[src/rtl/axi2s_burst_ctrl.sv]
// axi2s_burst_ctrl
//   Burst sequencer for the stream<->AXI bridge. Drains 16-word halves of the
//   stream-to-AXI ping-pong BRAM into a DDR write ring, and fills halves of the
//   AXI-to-stream BRAM from a DDR read ring. Only one burst is outstanding at a
//   time. When both directions request, they alternate.
// Ports
//   AXI_clk, rst            clock, asynchronous active-low reset
//   cfg_en                  run enable; while low and idle, ring pointers clear
//   cfg_wr_base/rd_base     64-B aligned ring base byte addresses
//   cfg_nburst              ring length in bursts (0 behaves as 1)
//   wr_req/wr_half/wr_done  drain request, half select, completion pulse
//   rd_req/rd_half/rd_done  fill request, half select, completion pulse
//   s2a_en/s2a_addr         stream-to-AXI BRAM port B read control
//   a2s_en/a2s_wea/a2s_addr AXI-to-stream BRAM port A write control
//   AXI_aw*/w*/b*/ar*/r*    AXI3 control signals; data paths bypass this block
//   err                     sticky response/last error, cleared while cfg_en=0
module axi2s_burst_ctrl #(
  parameter int          BURST_BEATS = 16,
  parameter logic [11:0] ID          = 12'd0
) (
  input  logic        AXI_clk,
  input  logic        rst,
  input  logic        cfg_en,
  input  logic [31:0] cfg_wr_base,
  input  logic [31:0] cfg_rd_base,
  input  logic [15:0] cfg_nburst,
  input  logic        wr_req,
  input  logic        wr_half,
  output logic        wr_done,
  input  logic        rd_req,
  input  logic        rd_half,
  output logic        rd_done,
  output logic        s2a_en,
  output logic [4:0]  s2a_addr,
  output logic        a2s_en,
  output logic        a2s_wea,
  output logic [4:0]  a2s_addr,
  output logic [11:0] AXI_awid,
  output logic [31:0] AXI_awaddr,
  output logic [3:0]  AXI_awlen,
  output logic [2:0]  AXI_awsize,
  output logic [1:0]  AXI_awburst,
  output logic [1:0]  AXI_awlock,
  output logic [3:0]  AXI_awcache,
  output logic [2:0]  AXI_awprot,
  output logic [3:0]  AXI_awqos,
  output logic        AXI_awvalid,
  input  logic        AXI_awready,
  output logic [11:0] AXI_wid,
  output logic [3:0]  AXI_wstrb,
  output logic        AXI_wlast,
  output logic        AXI_wvalid,
  input  logic        AXI_wready,
  input  logic [1:0]  AXI_bresp,
  input  logic        AXI_bvalid,
  output logic        AXI_bready,
  output logic [11:0] AXI_arid,
  output logic [31:0] AXI_araddr,
  output logic [3:0]  AXI_arlen,
  output logic [2:0]  AXI_arsize,
  output logic [1:0]  AXI_arburst,
  output logic [1:0]  AXI_arlock,
  output logic [3:0]  AXI_arcache,
  output logic [2:0]  AXI_arprot,
  output logic [3:0]  AXI_arqos,
  output logic        AXI_arvalid,
  input  logic        AXI_arready,
  input  logic [1:0]  AXI_rresp,
  input  logic        AXI_rlast,
  input  logic        AXI_rvalid,
  output logic        AXI_rready,
  output logic        err
);

  localparam logic [3:0] LEN    = 4'(BURST_BEATS - 1);
  localparam logic [4:0] NBEATS = 5'(BURST_BEATS);

  typedef enum logic [2:0] {S_IDLE, S_AW, S_W, S_B, S_AR, S_R} state_t;

  state_t      state_reg, state_next;
  logic [15:0] wr_ptr_reg, wr_ptr_next, rd_ptr_reg, rd_ptr_next;
  logic        wr_half_reg, wr_half_next, rd_half_reg, rd_half_next;
  logic        last_wr_reg, last_wr_next;     // 1: write was served last
  logic [4:0]  fetched_reg, fetched_next;     // BRAM words read this burst
  logic [3:0]  wbeat_reg, wbeat_next;         // W beats accepted
  logic [3:0]  rbeat_reg, rbeat_next;         // R beats received
  logic        wvalid_reg, wvalid_next;
  logic        wr_done_reg, wr_done_next, wr_done_d_reg;
  logic        rd_done_reg, rd_done_next, rd_done_d_reg;
  logic        err_reg, err_next, err_set;
  logic        wr_ok, rd_ok, wr_wrap, rd_wrap;

  // A requester may still show its req for the done cycle and the one after;
  // those stale levels must not start another burst.
  assign wr_ok   = wr_req && !wr_done_reg && !wr_done_d_reg;
  assign rd_ok   = rd_req && !rd_done_reg && !rd_done_d_reg;
  assign wr_wrap = (cfg_nburst <= 16'd1) || (wr_ptr_reg == cfg_nburst - 16'd1);
  assign rd_wrap = (cfg_nburst <= 16'd1) || (rd_ptr_reg == cfg_nburst - 16'd1);

  always_comb begin
    state_next   = state_reg;
    wr_ptr_next  = wr_ptr_reg;
    rd_ptr_next  = rd_ptr_reg;
    wr_half_next = wr_half_reg;
    rd_half_next = rd_half_reg;
    last_wr_next = last_wr_reg;
    fetched_next = fetched_reg;
    wbeat_next   = wbeat_reg;
    rbeat_next   = rbeat_reg;
    wvalid_next  = wvalid_reg;
    wr_done_next = 1'b0;
    rd_done_next = 1'b0;
    err_set      = 1'b0;
    AXI_awvalid  = 1'b0;
    AXI_arvalid  = 1'b0;
    AXI_bready   = 1'b0;
    AXI_rready   = 1'b0;
    s2a_en       = 1'b0;
    a2s_en       = 1'b0;
    case (state_reg)
      S_IDLE: begin
        if (!cfg_en) begin
          wr_ptr_next = 16'd0;
          rd_ptr_next = 16'd0;
        end else if (wr_ok && (!rd_ok || !last_wr_reg)) begin
          wr_half_next = wr_half;
          last_wr_next = 1'b1;
          fetched_next = 5'd0;
          wbeat_next   = 4'd0;
          state_next   = S_AW;
        end else if (rd_ok) begin
          rd_half_next = rd_half;
          last_wr_next = 1'b0;
          rbeat_next   = 4'd0;
          state_next   = S_AR;
        end
      end
      S_AW: begin
        AXI_awvalid = 1'b1;
        if (AXI_awready) state_next = S_W;
      end
      S_W: begin
        // Prefetch the next word whenever the output register is empty or
        // being consumed; doutb holds while enb is low, so a stall is free.
        s2a_en = (fetched_reg < NBEATS) && (!wvalid_reg || AXI_wready);
        if (s2a_en) fetched_next = fetched_reg + 5'd1;
        wvalid_next = s2a_en ? 1'b1 : (AXI_wready ? 1'b0 : wvalid_reg);
        if (wvalid_reg && AXI_wready) begin
          wbeat_next = wbeat_reg + 4'd1;
          if (wbeat_reg == LEN) state_next = S_B;
        end
      end
      S_B: begin
        AXI_bready = 1'b1;
        if (AXI_bvalid) begin
          wr_done_next = 1'b1;
          wr_ptr_next  = wr_wrap ? 16'd0 : wr_ptr_reg + 16'd1;
          err_set      = (AXI_bresp != 2'b00);
          state_next   = S_IDLE;
        end
      end
      S_AR: begin
        AXI_arvalid = 1'b1;
        if (AXI_arready) state_next = S_R;
      end
      S_R: begin
        AXI_rready = 1'b1;
        a2s_en     = AXI_rvalid;
        if (AXI_rvalid) begin
          rbeat_next = rbeat_reg + 4'd1;
          // The burst length is fixed; a misplaced rlast only flags an error.
          err_set = (AXI_rresp != 2'b00) || (AXI_rlast != (rbeat_reg == LEN));
          if (rbeat_reg == LEN) begin
            rd_done_next = 1'b1;
            rd_ptr_next  = rd_wrap ? 16'd0 : rd_ptr_reg + 16'd1;
            state_next   = S_IDLE;
          end
        end
      end
      default: state_next = S_IDLE;
    endcase
    err_next = cfg_en ? (err_reg || err_set) : 1'b0;
  end

  always_ff @(posedge AXI_clk or negedge rst) begin
    if (!rst) begin
      state_reg     <= S_IDLE;
      wr_ptr_reg    <= 16'd0;
      rd_ptr_reg    <= 16'd0;
      wr_half_reg   <= 1'b0;
      rd_half_reg   <= 1'b0;
      last_wr_reg   <= 1'b0;
      fetched_reg   <= 5'd0;
      wbeat_reg     <= 4'd0;
      rbeat_reg     <= 4'd0;
      wvalid_reg    <= 1'b0;
      wr_done_reg   <= 1'b0;
      wr_done_d_reg <= 1'b0;
      rd_done_reg   <= 1'b0;
      rd_done_d_reg <= 1'b0;
      err_reg       <= 1'b0;
    end else begin
      state_reg     <= state_next;
      wr_ptr_reg    <= wr_ptr_next;
      rd_ptr_reg    <= rd_ptr_next;
      wr_half_reg   <= wr_half_next;
      rd_half_reg   <= rd_half_next;
      last_wr_reg   <= last_wr_next;
      fetched_reg   <= fetched_next;
      wbeat_reg     <= wbeat_next;
      rbeat_reg     <= rbeat_next;
      wvalid_reg    <= wvalid_next;
      wr_done_reg   <= wr_done_next;
      wr_done_d_reg <= wr_done_reg;
      rd_done_reg   <= rd_done_next;
      rd_done_d_reg <= rd_done_reg;
      err_reg       <= err_next;
    end
  end

  // Addresses are only presented while the matching valid is high.
  assign AXI_awaddr  = (state_reg == S_AW) ? cfg_wr_base + {10'd0, wr_ptr_reg, 6'd0} : 32'd0;
  assign AXI_araddr  = (state_reg == S_AR) ? cfg_rd_base + {10'd0, rd_ptr_reg, 6'd0} : 32'd0;
  assign AXI_wvalid  = wvalid_reg;
  assign AXI_wlast   = wvalid_reg && (wbeat_reg == LEN);
  assign s2a_addr    = {wr_half_reg, fetched_reg[3:0]};
  assign a2s_wea     = a2s_en;
  assign a2s_addr    = {rd_half_reg, rbeat_reg};
  assign wr_done     = wr_done_reg;
  assign rd_done     = rd_done_reg;
  assign err         = err_reg;

  assign AXI_awid    = ID;
  assign AXI_awlen   = LEN;
  assign AXI_awsize  = 3'b010;
  assign AXI_awburst = 2'b01;
  assign AXI_awlock  = 2'b00;
  assign AXI_awcache = 4'b0011;
  assign AXI_awprot  = 3'b000;
  assign AXI_awqos   = 4'b0000;
  assign AXI_wid     = ID;
  assign AXI_wstrb   = 4'hF;
  assign AXI_arid    = ID;
  assign AXI_arlen   = LEN;
  assign AXI_arsize  = 3'b010;
  assign AXI_arburst = 2'b01;
  assign AXI_arlock  = 2'b00;
  assign AXI_arcache = 4'b0011;
  assign AXI_arprot  = 3'b000;
  assign AXI_arqos   = 4'b0000;

endmodule
[config.mk]
export PLATFORM = sky130hd
export DESIGN_NAME = axi2s_burst_ctrl
export DESIGN_NICKNAME = d
export VERILOG_FILES = /design/src/rtl/axi2s_burst_ctrl.sv
export SDC_FILE = /design/constraint.sdc
export NUM_CORES = 1
export LEC_CHECK = 0
export ABC_AREA = 0
export CAP_MARGIN = 30
export CELL_PAD_IN_SITES_DETAIL_PLACEMENT = 1
export CELL_PAD_IN_SITES_GLOBAL_PLACEMENT = 2
export CORE_MARGIN = 4
export CORE_UTILIZATION = 23
export DETAILED_ROUTE_END_ITERATION = 12
export MAX_ROUTING_LAYER = met4
export PLACE_DENSITY = 0.82
export SLEW_MARGIN = 20
export SYNTH_ARGS = -nofsm -noshare
export SYNTH_HDL_FRONTEND = slang
export SYNTH_SLANG_ARGS = --single-unit
[constraint.sdc]
create_clock -name AXI_clk -period 3.1 [get_ports AXI_clk]
set_input_delay 0.62 -clock AXI_clk [delete_from_list [all_inputs] [get_ports AXI_clk]]
set_output_delay 0.62 -clock AXI_clk [all_outputs]
set_load 0.1 [all_outputs]
==> impl_metrics.tcl, run 1 <==
set metrics [dict create \
    status "finished, violations left" \
    violations "negative setup slack" \
    rows 65 \
    crit_type "input port to output pin" \
    async_reset_ff_share_pct 100 \
    gp_congestion 0.866 \
    cts_tree "yes" \
    syn_area_per_cell_um2 7.60 \
    place_hpwl_mm 25.6 \
    clk_pin_slew_ns 0.05 \
    yosysSeqAreaShare_pct 19.3 \
    rsz0062_at_grt "true" \
    startpoint_type "input port" \
    hold_buffers 0 \
    routed_via_density 5.05 \
    clock-root-buffer "clkbuf_16" \
    netlist_area_mm2 0.00738 \
    max_cap_viol_count 0 \
    ir_worst_vdd_mv 0.619 \
    die_y_um 187 \
    dp.cells 1746 \
    synth-edff-count 0 \
    first_iter_violations 505 \
    postRouteAntennaNets 0 \
    nNetsFinal 1542 \
    fmaxAchievable_mhz 281 \
    ys_ff_latch 57 \
    comb_power_share_pct 74.7 \
    ioPinCount 267 \
    wl_per_cell_um 20.1 \
    worst_pin_slew_ns 0.858 \
    yosysWarningCount 0 \
    cts_buffer_depth 2 \
    cp.required_ns 2.48 \
    syn_to_final_growth_pct 89.9 \
    min_period_ns 3.56 \
    seq_power_share_pct 12.0 \
    min_period_over_period_pct 115 \
    drt-pass1-iter-count 5 \
    switching_share_pct 57.3 \
    synth_cell_type_count 82 \
    cts_made_buffers 9 \
    clk_latency_ns 0.34 \
    hp-class "input port to asynchronous set/reset pin" \
    dieArea_mm2 0.0350 \
    cellInternalPower_mw 3.40 \
    antenna_found_initial 5 \
    die_x_um 187 \
    gr-total-overflow 0 \
    skew_ns 0.00541 \
    finalMaxSlewViolations 0 \
    crit_family "compound AO/OA/AOI/OAI gates" \
    layoutNonFillerInstCount 1816 \
    core_mm2 0.0316 \
    drc 0 \
    worst-path-max-fanout 4 \
    total_power_mw 7.96 \
    grt.total_usage_pct 19.0 \
    cp_slowest_cell "or3_4" \
    cpPeakStageDelay_ns 0.34 \
    initial_core_util_pct 23.3 \
    synthesis.instances 971 \
    place.port_buffers 182 \
    grt_max_degree 30 \
    grt_pass1_vias 9672 \
    power_density_mw_per_mm2 568 \
    cts_max_level 3 \
    p_switching_mw 4.56 \
    hold_violations 0 \
    cp_cell_sequence "dlygate4sd2_1 -> ha_4 -> o21ai_4 -> o21bai_4 -> o21ai_2 -> a21oi_4 -> buf_12 -> o31ai_4 -> buf_4 -> or3_4 -> a21oi_4 -> buf_12" \
    finalSetupViolCount 34 \
    max-slew-margin-rel_pct 42.8 \
    fin_ws_ns -0.455 \
    synthFlopType "dfrtp_1" \
    worstPathArrival_ns 2.94 \
    clock-sinks 57 \
    drive_gt1_share_pct 45.7 \
    num_vias 9177 \
    worst-path-buf-inv 4 \
    grt_pass1_wl_mm 53.5 \
    p_leak_nw 6.05 \
    drt_wl_total_mm 36.4 \
    fin_util_pct 44.3 \
    clkPwrFrac_pct 13.3 \
    cp-end-kind "output pin" \
]
[cells in the mapped netlist (26+ instances only)]
master | instances | area, um2
clkbuf_1 | 27 | 101
a21oi_1 | 40 | 200
o21ai_0 | 44 | 220
nor3_1 | 36 | 180
dfrtp_1 | 57 | 1430
xnor2_1 | 34 | 298
nand3_1 | 45 | 225
nand2_1 | 84 | 315
nor2_1 | 84 | 315
or3_1 | 26 | 163
ha_1 | 39 | 488
buf_4 | 92 | 691
[final cells by class]
type	count	area [um2]
multi-input combinational	840	6980
clock buffer	14	274
clock inverter	2	35.0
inverter	25	101
tap	402	503
antenna	5	12.5
sequential	57	1430
fill	3587	17600
timing repair buffer	471	4680
[cell usage in the layout, fill, tap and decap left out, types with 9 or more instances in the layout]
| cell | n |
|---|---|
| buf_12 | 72 |
| or3_4 | 10 |
| or3_1 | 17 |
| buf_6 | 23 |
| nor2_4 | 20 |
| a21oi_1 | 20 |
| inv_1 | 20 |
| a21o_1 | 12 |
| nand3_1 | 43 |
| nor3_4 | 10 |
| nand4_1 | 15 |
| o21ai_0 | 26 |
| nand2_1 | 79 |
| and3_1 | 24 |
| a21oi_4 | 10 |
| clkbuf_2 | 11 |
| xnor2_1 | 27 |
| clkdlybuf4s50_1 | 59 |
| a21oi_2 | 10 |
| conb_1 | 84 |
| o211ai_1 | 12 |
| buf_4 | 278 |
| nor2_1 | 58 |
| ha_1 | 12 |
| nor4_1 | 16 |
| nand2b_1 | 15 |
| o21ai_4 | 9 |
| dfrtp_1 | 53 |
| nor3_1 | 24 |
| buf_2 | 11 |
| xor2_1 | 12 |
| ha_4 | 25 |
| o21a_1 | 18 |
| clkbuf_16 | 11 |
| o21ai_2 | 11 |
[cells by family after synthesis]
logic type | after synthesis | share of synthesized area [%]
flip-flops | 57 | 19.3
multiplexers | 14 | 1.95
buffers and inverters | 157 | 13.2
other | 2 | 0.102
XOR/XNOR | 53 | 6.29
AO/OA/AOI/OAI | 235 | 22.8
AND/OR/NAND/NOR | 412 | 29.2
adder cells (fa/ha/maj) | 41 | 7.15
[power groups by stage]
stage	clock [mW]	combinational (mW)	sequential, mW
after floorplan	0	3.77	1.14
after global placement	0	5.70	0.964
after detailed placement	0	5.77	0.968
after CTS	1.09	5.85	0.960
after global routing	1.13	6.18	0.976
final	1.06	5.95	0.959
[worst paths after layout]
| check | from | slack, ns | cells past startpoint | endpoint |
|---|---|---|---|---|
| setup / recovery | cfg_wr_base[9] | -0.46 | 12 | AXI_awaddr[25] |
| hold / removal | rst | 0.30 | 1 | rd_ptr_reg[9] |
| setup reg to reg | rd_ptr_reg[0] | 0.30 | 9 | rd_ptr_reg[14] |
| hold reg to reg | rd_done | 0.40 | 0 | rd_done_d_reg |
| max in group asynchronous | rst | 2.02 | 2 | wbeat_reg[3] |
| min in group AXI_clk | rd_done | 0.40 | 0 | rd_done_d_reg |
[routing by layer]
layer | up-vias | track usage (%) | routed length [um] | part of all wire, %
met5 | - | - | 0 | 0
met4 | 0 | 5.06 | 858 | 2.4
met3 | 50 | 2.44 | 1250 | 3.4
met2 | 241 | 33.6 | 19300 | 53
met1 | 4600 | 22.9 | 15000 | 41
li1 | 4286 | - | - | -
[stage by stage]
stage,setup WS (ns),hold WS (ns),TNS (ns),cell area [um2]
floorplan,-0.711,0.324,-10.61,8490
global placement,-0.729,0.394,-38.81,12400
detailed placement,-0.756,0.387,-43.48,12400
CTS,-0.443,0.309,-11.13,13400
global route,-0.554,0.343,-14.10,14000
finish,-0.455,0.296,-10.02,14000
[repair_timing]
item                       CTS  global route
setup buffers               33            29
pin swaps                   92            97
resized for setup          166           113
setup endpoints to repair   76            70
gates cloned                 1             3
Power figures use the tool's default switching activity.
==> run 2: changes to the inputs <==
HOLD_SLACK_MARGIN = 0.12   (was unset)
==> results of run 2 <==
Same layout as run 1: the final DEF is identical, and so are final timing and power.
